$ cat src/rtl/sprite_pkg.sv
// Shared sprite codes and sizes: tile size, facing/frame codes used by the
// ROM bank select, and the movement controller state encoding.
package sprite_pkg;

    // Tile size in screen pixels; must be a power of 2.
    localparam int unsigned SPRITE_LEN     = 32;
    localparam int unsigned SPRITE_LOG_LEN = $clog2(SPRITE_LEN);

    // Screen coordinate width, and the widened width used for bounds checks.
    localparam int unsigned POS_W = 10;
    localparam int unsigned CHK_W = 11;

    typedef enum logic [1:0] {
        DIR_DOWN  = 2'd0,
        DIR_UP    = 2'd1,
        DIR_LEFT  = 2'd2,
        DIR_RIGHT = 2'd3
    } dir_e;

    typedef enum logic [1:0] {
        FRM_STAND  = 2'd0,
        FRM_WALK_A = 2'd1,
        FRM_WALK_B = 2'd2
    } frame_e;

    typedef enum logic [1:0] {
        MV_IDLE = 2'd0,
        MV_WALK = 2'd1,
        MV_BUMP = 2'd2
    } mv_state_e;

    // True when a full tile move stays inside [lo, hi]; toward_lo selects
    // the decreasing direction (up/left).
    function automatic logic move_legal(
        input logic [CHK_W-1:0] pos,
        input logic [CHK_W-1:0] lo,
        input logic [CHK_W-1:0] hi,
        input logic             toward_lo
    );
        logic [CHK_W-1:0] len;
        len = CHK_W'(SPRITE_LEN);
        if (toward_lo) begin
            return pos >= lo + len;
        end
        return pos + len <= hi;
    endfunction

endpackage

$ cat src/rtl/step_tick_gen.sv
// Pixel-step divider for the sprite walk.
//   clk, rst : block clock, async active-low reset
//   clr      : force the divider to 0 (used outside WALK)
//   en       : count enable (WALK and not frozen)
//   tick_c   : high on the enabled cycle where the divider sits at STEP_DIV-1
module step_tick_gen #(
    parameter int unsigned STEP_DIV = 32
) (
    input  logic clk,
    input  logic rst,
    input  logic clr,
    input  logic en,
    output logic tick_c
);

    localparam int unsigned         DIV_W    = $clog2(STEP_DIV);
    localparam logic [DIV_W-1:0]    DIV_LAST = DIV_W'(STEP_DIV - 1);

    logic [DIV_W-1:0] div_cnt;

    assign tick_c = en && (div_cnt == DIV_LAST);

    // Wraps at STEP_DIV-1 so the count never leaves 0..STEP_DIV-1.
    always_ff @(posedge clk or negedge rst) begin
        if (!rst) begin
            div_cnt <= '0;
        end else if (clr) begin
            div_cnt <= '0;
        end else if (en) begin
            div_cnt <= tick_c ? '0 : div_cnt + DIV_W'(1);
        end
    end

endmodule

$ cat src/rtl/sprite_move_ctrl.sv
// Tile-step movement controller for the player sprite.
// Arbitrates the debounced direction buttons (up > down > left > right),
// walks one tile per accepted request at one pixel per STEP_DIV clocks,
// rejects moves that would leave the play field, and drives the ROM bank
// select (facing + walk frame).
//   clk, rst                      : block clock, async active-low reset
//   req_up/down/left/right        : debounced level requests
//   freeze                        : hold all state while high
//   pos_r, pos_c                  : sprite top-left row / column
//   facing                        : dir_e code
//   frame                         : frame_e code
//   busy                          : high while walking
//   blocked                       : one-cycle pulse on a rejected request
module sprite_move_ctrl
    import sprite_pkg::*;
#(
    parameter int unsigned STEP_DIV = 32,
    parameter int unsigned INIT_R   = 300,
    parameter int unsigned INIT_C   = 300,
    parameter int unsigned MIN_R    = 0,
    parameter int unsigned MAX_R    = 448,
    parameter int unsigned MIN_C    = 0,
    parameter int unsigned MAX_C    = 608
) (
    input  logic             clk,
    input  logic             rst,
    input  logic             req_up,
    input  logic             req_down,
    input  logic             req_left,
    input  logic             req_right,
    input  logic             freeze,
    output logic [POS_W-1:0] pos_r,
    output logic [POS_W-1:0] pos_c,
    output logic [1:0]       facing,
    output logic [1:0]       frame,
    output logic             busy,
    output logic             blocked
);

    localparam logic [CHK_W-1:0] MIN_R_W = CHK_W'(MIN_R);
    localparam logic [CHK_W-1:0] MAX_R_W = CHK_W'(MAX_R);
    localparam logic [CHK_W-1:0] MIN_C_W = CHK_W'(MIN_C);
    localparam logic [CHK_W-1:0] MAX_C_W = CHK_W'(MAX_C);

    localparam logic [SPRITE_LOG_LEN-1:0] PIX_LAST = SPRITE_LOG_LEN'(SPRITE_LEN - 1);
    localparam logic [SPRITE_LOG_LEN-1:0] PIX_HALF = SPRITE_LOG_LEN'(SPRITE_LEN / 2);

    mv_state_e                 state_q;
    mv_state_e                 state_d;
    logic [SPRITE_LOG_LEN-1:0] pix_cnt;
    logic [SPRITE_LOG_LEN-1:0] pix_d;
    logic [POS_W-1:0]          pos_r_d;
    logic [POS_W-1:0]          pos_c_d;
    dir_e                      facing_d;
    frame_e                    frame_d;
    logic                      busy_d;
    logic                      blocked_d;

    dir_e req_dir;
    logic req_any;
    logic req_legal;
    logic tick_c;
    logic walk_en;
    logic div_clr;

    assign req_any = req_up | req_down | req_left | req_right;
    assign walk_en = (state_q == MV_WALK) && !freeze;
    assign div_clr = (state_q != MV_WALK);

    step_tick_gen #(
        .STEP_DIV (STEP_DIV)
    ) u_step_tick (
        .clk    (clk),
        .rst    (rst),
        .clr    (div_clr),
        .en     (walk_en),
        .tick_c (tick_c)
    );

    // Fixed-priority direction pick.
    always_comb begin
        req_dir = DIR_RIGHT;
        if (req_up) begin
            req_dir = DIR_UP;
        end else if (req_down) begin
            req_dir = DIR_DOWN;
        end else if (req_left) begin
            req_dir = DIR_LEFT;
        end
    end

    // Bounds check of the picked direction against the current position.
    always_comb begin
        req_legal = 1'b0;
        case (req_dir)
            DIR_UP:   req_legal = move_legal(CHK_W'(pos_r), MIN_R_W, MAX_R_W, 1'b1);
            DIR_DOWN: req_legal = move_legal(CHK_W'(pos_r), MIN_R_W, MAX_R_W, 1'b0);
            DIR_LEFT: req_legal = move_legal(CHK_W'(pos_c), MIN_C_W, MAX_C_W, 1'b1);
            default:  req_legal = move_legal(CHK_W'(pos_c), MIN_C_W, MAX_C_W, 1'b0);
        endcase
    end

    // State register.
    always_ff @(posedge clk or negedge rst) begin
        if (!rst) begin
            state_q <= MV_IDLE;
        end else begin
            state_q <= state_d;
        end
    end

    // Next-state logic; freeze holds the current state.
    always_comb begin
        state_d = state_q;
        if (!freeze) begin
            case (state_q)
                MV_IDLE: begin
                    if (req_any) begin
                        state_d = req_legal ? MV_WALK : MV_BUMP;
                    end
                end
                MV_WALK: begin
                    if (tick_c && (pix_cnt == PIX_LAST)) begin
                        state_d = MV_IDLE;
                    end
                end
                MV_BUMP: begin
                    if (!req_any) begin
                        state_d = MV_IDLE;
                    end
                end
                default: state_d = MV_IDLE;
            endcase
        end
    end

    // Next values of the position, counter and registered outputs.
    always_comb begin
        pos_r_d   = pos_r;
        pos_c_d   = pos_c;
        facing_d  = dir_e'(facing);
        pix_d     = pix_cnt;
        blocked_d = 1'b0;
        if (!freeze && (state_q == MV_IDLE) && req_any) begin
            facing_d  = req_dir;
            pix_d     = '0;
            blocked_d = !req_legal;
        end
        if (tick_c) begin
            pix_d = pix_cnt + SPRITE_LOG_LEN'(1);
            case (facing)
                DIR_UP:   pos_r_d = pos_r - POS_W'(1);
                DIR_DOWN: pos_r_d = pos_r + POS_W'(1);
                DIR_LEFT: pos_c_d = pos_c - POS_W'(1);
                default:  pos_c_d = pos_c + POS_W'(1);
            endcase
        end
        busy_d = (state_d == MV_WALK);
        if (state_d != MV_WALK) begin
            frame_d = FRM_STAND;
        end else if (pix_d < PIX_HALF) begin
            frame_d = FRM_WALK_A;
        end else begin
            frame_d = FRM_WALK_B;
        end
    end

    // Position, counter and output registers.
    always_ff @(posedge clk or negedge rst) begin
        if (!rst) begin
            pos_r   <= POS_W'(INIT_R);
            pos_c   <= POS_W'(INIT_C);
            facing  <= DIR_DOWN;
            frame   <= FRM_STAND;
            busy    <= 1'b0;
            blocked <= 1'b0;
            pix_cnt <= '0;
        end else begin
            pos_r   <= pos_r_d;
            pos_c   <= pos_c_d;
            facing  <= facing_d;
            frame   <= frame_d;
            busy    <= busy_d;
            blocked <= blocked_d;
            pix_cnt <= pix_d;
        end
    end

endmodule

$ cat config.mk
export PLATFORM = sky130hd
export DESIGN_NAME = sprite_move_ctrl
export DESIGN_NICKNAME = d
export VERILOG_FILES = /design/src/rtl/sprite_pkg.sv /design/src/rtl/step_tick_gen.sv /design/src/rtl/sprite_move_ctrl.sv
export SDC_FILE = /design/constraint.sdc
export NUM_CORES = 1
export LEC_CHECK = 0
export CAP_MARGIN = 20
export CORE_MARGIN = 2
export CORE_UTILIZATION = 40
export DETAILED_ROUTE_END_ITERATION = 8
export GPL_TIMING_DRIVEN = 0
export PLACE_DENSITY = 0.59
export SYNTH_ARGS = -nofsm -noshare
export SYNTH_HDL_FRONTEND = slang
export SYNTH_HIERARCHICAL = 1
export SYNTH_SLANG_ARGS = --single-unit
$ cat constraint.sdc
create_clock -name clk -period 6.2 [get_ports clk]
set_clock_uncertainty 0.15 [all_clocks]
set_input_delay 0.62 -clock clk [delete_from_list [all_inputs] [get_ports clk]]
set_output_delay 0.62 -clock clk [all_outputs]
set_load 0.05 [all_outputs]
==> impl_metrics.tcl <==
set metrics [dict create \
    maxSlewHeadroom_pct 50.8 \
    place_inst 420 \
    worst_pin_slew_ns 0.732 \
    sw_frac_of_total_pct 40.9 \
    critical_path_class "reg2reg" \
    cts_hold_buf 0 \
    p_per_area_nw_per_um2 275 \
    finalSetupTns_ns 0 \
    ys_types 56 \
    antennaDiodeCount 0 \
    cp_cell_sequence "clkbuf_1 > nand2b_1 > inv_1 > ha_1 > a2111o_1 > o2111a_1 > or4_1 > o311ai_1" \
    worstSkewPairLatency_ns 0.29 \
    dr.first_iter.drc_count 95 \
    final_cells 428 \
    synth-xor-area-share_pct 3.22 \
    synthTopCellsByCount "o21ai_0 (36), nand2_1 (34), dfrtp_1 (30)" \
    worst_path_max_delay_cell "or4_1" \
    drv_cap 0 \
    postRouteWirelength_um 6280 \
    slew_violations 0 \
    synth-compound-area-share_pct 20.8 \
    synth_cells 307 \
    arrival_ns 3.21 \
    area_delta_synth_final_pct 19.4 \
    vias 2387 \
    nets 378 \
    power_switching_mw 0.366 \
    clock-sinks 38 \
    synth_top_area_share_pct 27.6 \
    hp-class "in2async" \
    viasPerCell 5.58 \
    dr.pass1.iters 4 \
    rsz0062_at_grt "false" \
    ys_top_cells_by_area "dfrtp_1 (28%), ha_1 (10%), dfstp_2 (7.7%)" \
    async_reset_ff_share_pct 100 \
    wire_per_inst_um 14.7 \
    portBuffers 32 \
    yosys.area_share.simple_pct 23.7 \
    synth-seq-area-share_pct 35.4 \
    r2r-start "facing[0]$_DFFE_PN0P_" \
    p_int_mw 0.528 \
    clock_power_share_pct 20.3 \
    fmax_ghz 0.316 \
    outcome "complete, no violations" \
    cts_setup_buffers 0 \
    drcViolationCount 0 \
    critPathRequiredTime_ns 6.24 \
    synthMuxAreaShare_pct 2.67 \
    yosys.area_share.adder_pct 11.6 \
    crit_path_end_kind "flip-flop" \
    ir_drop_uv 129 \
    clk_pin_slew_worst_paths_ns 0.08 \
    synth_nets 338 \
    period_minus_slack_ns 3.16 \
    seq_power_share_pct 33.0 \
    drive_gt1_share_pct 7.76 \
    finalWorstSetupSlack_ns 3.04 \
    htree_levels 2 \
    synth_area_um2 2720 \
    cts_max_path_buffers 2 \
    crit_fanout 10 \
    die_h_um 86.4 \
    p_leak_nw 1.41 \
    synth_most_common_cell "o21ai_0" \
    die_area_um2 7470 \
    ant_nets 0 \
    grt_pass1_vias 2154 \
    grt_max_degree 25 \
    grtUsageTotal_pct 17.3 \
    core_area_um2 6680 \
    start_util_pct 40.7 \
    ys_seq_elements 38 \
    antenna_found_initial 0 \
    ys.flop_type "dfrtp_1" \
    cts_resized 0 \
    synth-edff-count 0 \
    synth_top_cell_by_area "dfrtp_1" \
    period_share_pct 51.0 \
    overflow 0 \
    ys_warn_count 6 \
    max_stage_delay_ns 0.53 \
    worst-r2r-setup-slack_ns 3.04 \
    place_congestion 0.822 \
    rows 30 \
    place_hpwl_um 4710 \
    combPwrFrac_pct 46.7 \
    die_w_um 86.4 \
    cts_tree "yes" \
    setup_viol 0 \
    startpoint_type "flip-flop" \
    r2r_cells 8 \
    grt_pass1_wl_um 10400 \
    numCtsBuffers 5 \
    post-place-ws_ns 3.07 \
    syn_avg_cell_area_um2 8.85 \
    root_buffer "clkbuf_8" \
    reg2reg_to "pos_c[9]$_DFFE_PN0P_" \
    boundaryPins 33 \
    synth_top_family_by_area "simple AND/OR/NAND/NOR gates" \
    hold_violations 0 \
]
[sequential cells by signal, summed over array words and instances (netlist names)]
name and count:
u_step_tick/div_cnt 5, pos_r 10, pos_c 10, facing 2
blocked 1, pix_cnt 5, state_q 2, frame 2
busy 1
[layout by cell type, fill, tap and decap left out, drive strengths merged, types with 10 or more instances in the layout]
master          n
o21ai          36
nand2          34
clkdlybuf4s50  31
dfrtp          30
ha             22
a21oi          16
clkbuf         15
nor2           14
inv            11
nand2b         10
[logic make-up after synthesis]
group / Yosys count
and+or+nand+nor: 119
AOI/OAI and AO/OA: 90
DFF: 38
adders and majority gates: 24
buffers and inverters: 19
xor gates and xnor gates: 10
muxes: 7
[per-stage QoR]
stage | area [um2] | hold slack, ns | total power, mW | util, %
after floorplan | 2720 | 0.174 | 0.612 | -
after global placement | 3140 | 0.307 | 0.710 | 47.0
after detailed placement | 3150 | 0.320 | 0.715 | 47.2
after CTS | 3240 | 0.103 | 0.900 | 48.6
after global routing | 3240 | 0.117 | 0.961 | 48.6
final | 3240 | 0.102 | 0.894 | 48.6
[power by group through the flow]
stage / logic, mW / registers (mW) / clock network [mW]
2_1_floorplan: 0.272 / 0.340 / 0
3_5_place_dp: 0.417 / 0.298 / 0
4_1_cts: 0.418 / 0.294 / 0.188
5_1_grt: 0.466 / 0.298 / 0.197
3_3_place_gp: 0.413 / 0.298 / 0
6_report: 0.417 / 0.295 / 0.182
[area by class of cell]
class / count / area [um2]
repair buffers: 33 / 335
fillers: 652 / 3440
clock inverters: 1 / 5.00
well taps: 80 / 100
inverters: 11 / 41.3
clock buffers: 7 / 86.3
flip-flops and latches: 38 / 961
plain buffers: 8 / 31.3
multi-input cells: 250 / 1680
[worst max-delay path, delay by kind of cell (launching register included)]
family	cells	cell delay, ns
buffers and inverters	2	0.54
adders and majority gates	1	0.41
DFF	1	0.45
AOI/OAI and AO/OA	3	0.78
and+or+nand+nor	2	0.74
[worst max path at each step]
| stage | from | end | slack, ns | cells past startpoint |
|---|---|---|---|---|
| floorplan | facing[0]$_DFFE_PN0P_ | pos_c[9]$_DFFE_PN0P_ | 3.13 | 8 |
| global placement | facing[0]$_DFFE_PN0P_ | pos_c[9]$_DFFE_PN0P_ | 3.10 | 8 |
| detailed placement | facing[0]$_DFFE_PN0P_ | pos_c[9]$_DFFE_PN0P_ | 3.07 | 8 |
| CTS | facing[0]$_DFFE_PN0P_ | pos_c[9]$_DFFE_PN0P_ | 3.05 | 8 |
| global route | facing[0]$_DFFE_PN0P_ | pos_c[9]$_DFFE_PN0P_ | 2.80 | 8 |
| finish | facing[0]$_DFFE_PN0P_ | pos_c[9]$_DFFE_PN0P_ | 3.04 | 8 |
[per-layer routing]
metal  share of wire [%]  vias up  GRT usage, %
li1                    -     1222             -
met1                  54     1124          26.8
met2                  42       35          25.1
met3                 2.9        6          2.95
met4                 1.0        0          3.84
met5                   0        -             0
No activity file was read; power rests on OpenSTA's default activity.
